**src/rtl/fifo_fwft.sv**
```systemverilog
// Single-clock FIFO with registered or first-word-fall-through read, occupancy
// count, almost-full/almost-empty thresholds, sticky error flags and flush.
module fifo_fwft #(
    parameter int WIDTH     = 32,
    parameter int DEPTH     = 16,
    parameter int FWFT      = 0,
    parameter int AF_THRESH = DEPTH - 2,
    parameter int AE_THRESH = 2
) (
    input  logic                     clock,
    input  logic                     reset_n,
    input  logic                     flush,
    input  logic                     wr_en,
    input  logic [WIDTH-1:0]         wr_data,
    input  logic                     rd_en,
    output logic [WIDTH-1:0]         rd_data,
    output logic                     full,
    output logic                     empty,
    output logic                     almost_full,
    output logic                     almost_empty,
    output logic [$clog2(DEPTH):0]   count,
    output logic                     overflow,
    output logic                     underflow
);
    localparam int AW = $clog2(DEPTH);
    localparam int CW = AW + 1;

    logic [WIDTH-1:0] mem [DEPTH];

    logic [AW-1:0] wr_ptr_q, wr_ptr_d;
    logic [AW-1:0] rd_ptr_q, rd_ptr_d;
    logic [CW-1:0] count_q, count_d;
    logic          ovf_q, ovf_d;
    logic          unf_q, unf_d;
    logic          wr_acc, rd_acc;

    // Status is decoded from the count register alone, so no input reaches
    // any status output combinationally.
    always_comb begin
        full         = (count_q == CW'(DEPTH));
        empty        = (count_q == '0);
        almost_full  = (count_q >= CW'(AF_THRESH));
        almost_empty = (count_q <= CW'(AE_THRESH));
        count        = count_q;
        overflow     = ovf_q;
        underflow    = unf_q;
    end

    always_comb begin
        wr_acc   = wr_en && !full && !flush;
        rd_acc   = rd_en && !empty && !flush;
        wr_ptr_d = wr_ptr_q;
        rd_ptr_d = rd_ptr_q;
        count_d  = count_q;
        ovf_d    = ovf_q | (wr_en && full);
        unf_d    = unf_q | (rd_en && empty);
        if (wr_acc) wr_ptr_d = wr_ptr_q + AW'(1);
        if (rd_acc) rd_ptr_d = rd_ptr_q + AW'(1);
        case ({wr_acc, rd_acc})
            2'b10:   count_d = count_q + CW'(1);
            2'b01:   count_d = count_q - CW'(1);
            default: count_d = count_q;
        endcase
        if (flush) begin
            wr_ptr_d = '0;
            rd_ptr_d = '0;
            count_d  = '0;
            ovf_d    = 1'b0;
            unf_d    = 1'b0;
        end
    end

    always_ff @(posedge clock or negedge reset_n) begin
        if (!reset_n) begin
            wr_ptr_q <= '0;
            rd_ptr_q <= '0;
            count_q  <= '0;
            ovf_q    <= 1'b0;
            unf_q    <= 1'b0;
        end else begin
            wr_ptr_q <= wr_ptr_d;
            rd_ptr_q <= rd_ptr_d;
            count_q  <= count_d;
            ovf_q    <= ovf_d;
            unf_q    <= unf_d;
        end
    end

    // Storage is deliberately left out of reset.
    always_ff @(posedge clock) begin
        if (wr_acc) mem[wr_ptr_q] <= wr_data;
    end

    generate
        if (FWFT != 0) begin : g_fwft
            always_comb rd_data = mem[rd_ptr_q];
        end else begin : g_reg
            logic [WIDTH-1:0] rd_data_q;
            always_ff @(posedge clock or negedge reset_n) begin
                if (!reset_n)    rd_data_q <= '0;
                else if (rd_acc) rd_data_q <= mem[rd_ptr_q];
            end
            always_comb rd_data = rd_data_q;
        end
    endgenerate
endmodule
```
**config.mk**
```make
export PLATFORM = sky130hd
export DESIGN_NAME = fifo_fwft
export DESIGN_NICKNAME = d
export VERILOG_FILES = /design/src/rtl/fifo_fwft.sv
export SDC_FILE = /design/constraint.sdc
export NUM_CORES = 1
export LEC_CHECK = 0
export CORE_MARGIN = 2
export CORE_UTILIZATION = 50
export CTS_BUF_LIST = sky130_fd_sc_hd__clkbuf_16
export CTS_CLUSTER_DIAMETER = 80
export CTS_CLUSTER_SIZE = 20
export DETAILED_ROUTE_END_ITERATION = 16
export PLACE_DENSITY = 0.76
export SLEW_MARGIN = 30
export SYNTH_ARGS = -nofsm -noshare
export SYNTH_HDL_FRONTEND = slang
export SYNTH_SLANG_ARGS = --single-unit
```
**constraint.sdc**
```tcl
create_clock -name clock -period 6.25 [get_ports clock]
set_clock_uncertainty 0.1 [all_clocks]
set_input_delay 1.25 -clock clock [delete_from_list [all_inputs] [get_ports clock]]
set_output_delay 1.25 -clock clock [all_outputs]
set_load 0.05 [all_outputs]
```
==> results.yml, run 1 <==
worst_hold_path:
  hold_class: "reg -> reg"
  hold_path_depth: 1
finish:
  fin_cells: 1558
  drive_gt1_share_pct: 27.1
  final_cell_mix: "edfxtp_1 (512), mux4_2 (160), clkdlybuf4s50_1 (78)"
  design_area_um2: 24000
  area_growth_syn_to_layout_pct: 11.8
  seq_area_um2: 16600
  n_antenna_cell: 0
  multi_input_area_um2: 4730
  final_common_cell: "edfxtp_1"
  n_fill_cell: 2954
  final_nets: 1039
  utilization_pct: 56.9
timing:
  hold_violations: 0
  fin_setup_tns_ns: 0
  worstMarginPinSlew_ns: 1.02
  slew_violations: 0
  rsz0062_at_grt: "no"
  max_slew_margin_pct: 32.2
  max_freq_mhz: 249
  finalCritPeriodShare_pct: 64.4
  setup_viol_count_final: 0
  holdWs_ns: 0.406
  fin_crit_ns: 4.02
  finalWorstSetupSlack_ns: 2.23
grt:
  grt_usage_pct: 18.3
  met1_usage_pct: 26.9
  grt_max_degree: 64
  grt_pass1_wl_um: 61300
  met2_usage_pct: 30.5
  first_global_vias: 9928
  grt_overflow: 0
  grtUsageMet3_pct: 1.78
  antenna_found_initial: 0
  grt.busiest_layer: "met2"
setup_path:
  crit_required_ns: 4.90
  cp-end-kind: "primary output"
  r2r_cells: 4
  cp-start-kind: "register"
  arrival_ns: 2.67
  criticalPathCategory: "reg -> out"
  cp_max_fo: 10
synthesis:
  yosysUniqueCellTypes: 41
  ys_warn_count: 0
  syn_avg_cell_area_um2: 23.7
  synth-async-reset-ratio_pct: 8.41
  ys_ff_latch: 559
  syn_nets: 949
  synth_cells: 905
  ys.flop_type: "edfxtp_1"
  synth-edff-count: 512
  syn-cell-area_um2: 21500
  synth.yosys.seq_area_share_pct: 77.1
status:
  status: "completed"
floorplan:
  ios: 80
  core_um2: 42100
  start_util_pct: 50.9
  dieWidth_um: 211
  fp-row-count: 75
  die_y_um: 211
  die_area_um2: 44600
pwr:
  swShare_pct: 28.1
  p_seq_share_pct: 51.4
  power_density_nw_per_um2: 357
  combPwrFrac_pct: 25.3
  p_sw_mw: 2.41
  internal-power_mw: 6.16
  p_clk_share_pct: 23.4
  peakVddDrop_v: 0.000243
  power.total_mw: 8.57
  p_leak_nw: 7.46
cts:
  clk_latency_ns: 0.59
  h-tree-depth: 1
  cts_tree: "yes"
  cts_sinks: 559
  cts-root-buf: "clkbuf_16"
  cts_resized: 0
  holdBufCountCts: 0
  cts_made_buffers: 31
  cts_post_setup_buffers_inserted: 0
  cts.clk_slew.worst_paths_ns: 0.08
  clockBufferDepth: 3
placement:
  port_buffers: 79
  hpwl_um: 23100
  dpl_worst_slack_ns: 2.04
  dpl_cell_area_um2: 23100
  routabilityCongestion: 0.795
  placed_cells: 1500
drt:
  routed-via-count: 9371
  routed_wl_um: 39700
  via_per_inst: 6.01
  final_antenna_net_count: 0
  drc: 0
  routedWlPerCell_um: 25.5
  drt_first_pass_iters: 4
  dr.first_iter.drc_count: 879
run:
  drv_cap: 0
per-layer routing:
metal	wire (um)	vias to the layer above
met5	0	-
li1	-	3998
met2	19900	244
met1	17500	5087
met4	680	0
met3	1590	42
cells by family (layout without fill, tap and decap cells):
kind of cell	after synthesis	in the layout	synth area share (%)
compound gates	22	22	0.665
mux	194	194	18.6
fa+ha+maj	7	7	0.408
flops	559	559	77.1
xor+xnor	7	7	0.286
simple gates	64	64	1.62
buf+inv	52	166	1.34
cell usage after synthesis (all sizes together) (3+ instances only):
| library cell | instances | area (um^2) |
|---|---|---|
| edfxtp | 512 | 15400 |
| mux4 | 160 | 3600 |
| dfrtp | 47 | 1180 |
| mux2 | 32 | 360 |
| buf | 25 | 185 |
| clkbuf | 23 | 86.3 |
| nor2 | 17 | 63.8 |
| a21oi | 8 | 40.0 |
| nand2 | 8 | 30.0 |
| nor3 | 8 | 40.0 |
| ha | 7 | 87.6 |
| and3 | 6 | 37.5 |
| nand3 | 5 | 25.0 |
| o21ai | 5 | 25.0 |
| inv | 4 | 15.0 |
| nor4 | 4 | 31.3 |
| xor2 | 4 | 35.0 |
| and2 | 3 | 18.8 |
| xnor2 | 3 | 26.3 |
layout make-up:
class,instances,share of cell area [%]
flip-flops and latches,559,69.0
multi-input cells,294,19.7
repair buffers,105,4.72
clock buffers,31,3.23
well taps,539,2.81
clock inverters,26,0.428
inverters,4,0.0626
power by group through the flow:
stage	sequential, mW	combinational, mW	clock, mW
after global routing	4.43	2.30	2.16
final	4.40	2.16	2.00
after floorplan	4.83	1.25	0
after CTS	4.46	2.14	2.04
after global placement	4.53	2.10	0
after detailed placement	4.54	2.13	0
worst max-delay path: stages, from the launching register on:
cell and delay [ns]:
dfrtp_1 0.50, or4_4 0.62, nor2_1 0.15, clkdlybuf4s50_1 0.82
flip-flops by register name, indices dropped and copies added (netlist names):
signal / cells
rd_ptr_q: 4
mem: 512
wr_ptr_q: 4
rd_data: 32
count: 5
overflow: 1
underflow: 1
path summary, 6_finish.rpt:
kind | slack [ns] | to | start
min in group asynchronous | 0.70 | overflow | reset_n
worst max register to register | 3.12 | rd_data[10] | rd_ptr_q[1]
worst max-delay path | 2.23 | empty | count[1]
max in group asynchronous | 4.82 | rd_ptr_q[0] | reset_n
worst min register to register | 0.41 | rd_data[23] | rd_data[23]
worst min-delay path | 0.41 | rd_data[23] | rd_data[23]
Power figures use the tool's default switching activity.
==> run 2: changes to the inputs <==
PLACE_DENSITY = 0.79   (was 0.76)
clock period = 3.5 ns   (was 6.25 ns; I/O delays follow)
==> results.yml, run 2 (synthesis results as in run 1) <==
status:
  status: "completed"
drt:
  routed_wl_um: 43700
  routedWlPerCell_um: 27.6
  drc: 0
  via_per_inst: 6.12
  final_antenna_net_count: 0
  dr.first_iter.drc_count: 1106
  routed-via-count: 9681
  drt_first_pass_iters: 6
setup_path:
  cp-start-kind: "register"
  crit_required_ns: 2.70
  reg2reg_from: "count[1]"
  cp-end-kind: "primary output"
  cp_max_fo: 8
  arrival_ns: 2.33
  criticalPathCategory: "reg -> out"
  timing.rr.end: "count[4]"
  r2r_cells: 9
  r2r_setup_slack_ns: 0.65
cts:
  clockBufferDepth: 3
  cts_made_buffers: 34
  cts_tree: "yes"
  cts_sinks: 559
  cts-root-buf: "clkbuf_16"
  h-tree-depth: 2
  cts.clk_slew.worst_paths_ns: 0.09
  clk_latency_ns: 0.53
pwr:
  p_leak_nw: 7.66
  internal-power_mw: 11.3
  p_sw_mw: 4.43
  combPwrFrac_pct: 25.0
  power_density_nw_per_um2: 646
  p_seq_share_pct: 49.9
  power.total_mw: 15.7
  swShare_pct: 28.2
  peakVddDrop_v: 0.000371
  p_clk_share_pct: 25.0
finish:
  top_register: "mem"
  final_cell_mix: "edfxtp_1 (512), mux4_2 (160), clkdlybuf4s50_1 (76)"
  drive_gt1_share_pct: 28.9
  fin_cells: 1583
  final_nets: 1063
  n_antenna_cell: 0
  n_fill_cell: 2885
  final_common_cell: "edfxtp_1"
  largest_reg_flops: 512
  area_growth_syn_to_layout_pct: 13.5
worst_hold_path:
  hold_path_end: "underflow"
  worstHoldStart: "underflow"
  hold_class: "reg -> reg"
  hold_path_depth: 2
grt:
  antenna_found_initial: 1
  grt_max_degree: 47
  grt_usage_pct: 20.3
  grt_overflow: 0
  first_global_vias: 10100
  grt_pass1_wl_um: 65900
run:
  drv_cap: 0
timing:
  hold_violations: 0
  fin_crit_ns: 3.13
  holdWs_ns: 0.407
  max_freq_mhz: 320
  setup_viol_count_final: 0
  slew_violations: 0
  worstMarginPinSlew_ns: 0.731
  finalCritPeriodShare_pct: 89.3
  rsz0062_at_grt: "no"
  max_slew_margin_pct: 51.2
floorplan:
  ios: 80
  core_um2: 42100
  die_y_um: 211
  fp-row-count: 75
  start_util_pct: 50.9
  dieWidth_um: 211
  die_area_um2: 44600
placement:
  port_buffers: 79
  routabilityCongestion: 0.749
  hpwl_um: 24300
  placed_cells: 1521
[run 2: changes by cell type in the layout (fill, tap and decap cells not counted), sizes merged]
| cell | before | now |
|---|---|---|
| clkdlybuf4s50 | 78 | 76 |
| dlygate4sd3 | 0 | 1 |
| buf | 27 | 47 |
| clkinv | 0 | 3 |
| inv | 30 | 27 |
| dlymetal6s2s | 0 | 2 |
| clkbuf | 31 | 35 |
[run 2: critical path, stage by stage, from the launching register on]
cell and delay [ns]:
dfrtp_1 0.48, a2111oi_0 0.43, clkdlybuf4s50_1 0.88
[run 2: cell type report]
type                       count  area [um^2]  share of cell area, %
clock inverter                26          139                  0.570
multi-input combinational    294         4760                   19.6
clock buffer                  35          876                   3.60
timing repair buffer         126         1320                   5.43
tap                          539          674                   2.77
inverter                       4         15.0                 0.0617
sequential                   559        16600                   68.0
[run 2: power groups by stage]
stage / Clock [mW] / Sequential (mW) / Combinational, mW
floorplan: 0 / 8.62 / 2.23
global placement: 0 / 7.99 / 3.93
detailed placement: 0 / 8.01 / 3.97
CTS: 4.00 / 7.86 / 4.00
global route: 4.21 / 7.90 / 4.18
finish: 3.94 / 7.85 / 3.94
[run 2: stage by stage]
stage                     setup slack [ns]  utilization, %  area, um^2  setup TNS [ns]
after floorplan                     -0.674               -       21500          -52.57
after global placement               0.194            55.3       23300               0
after detailed placement             0.187            55.3       23300               0
after CTS                           0.0763            57.8       24300               0
after global routing                 0.209            57.8       24400               0
final                                0.375            57.8       24400               0
[run 2: repair_timing]
action,in CTS,in global routing
hold buffers,1,0
setup buffers,0,0
endpoints found under the setup margin,0,2
resized for setup,0,2
hold endpoints to repair,10,0
[run 2: worst max path at each step]
stage | from | endpoint | slack (ns) | cells after the start
6_report | count[0] | almost_empty | 0.37 | 2
5_1_grt | count[1] | almost_empty | 0.21 | 2
4_1_cts | count[1] | empty | 0.08 | 3
3_5_place_dp | rd_en | count[4] | 0.19 | 10
3_3_place_gp | rd_en | count[4] | 0.19 | 10
2_1_floorplan | count[2] | mem[11][0] | -0.67 | 6
[run 2: routing by layer]
layer  vias up  track usage (%)  wire length (um)  part of all wire [%]
met2       385             33.5             21800                    50
met5         -                0                13                 0.030
met1      5186             29.0             18100                    41
li1       4057                -                 -                     -
met3        51             3.32              2950                   6.8
met4         2             4.52               768                   1.8
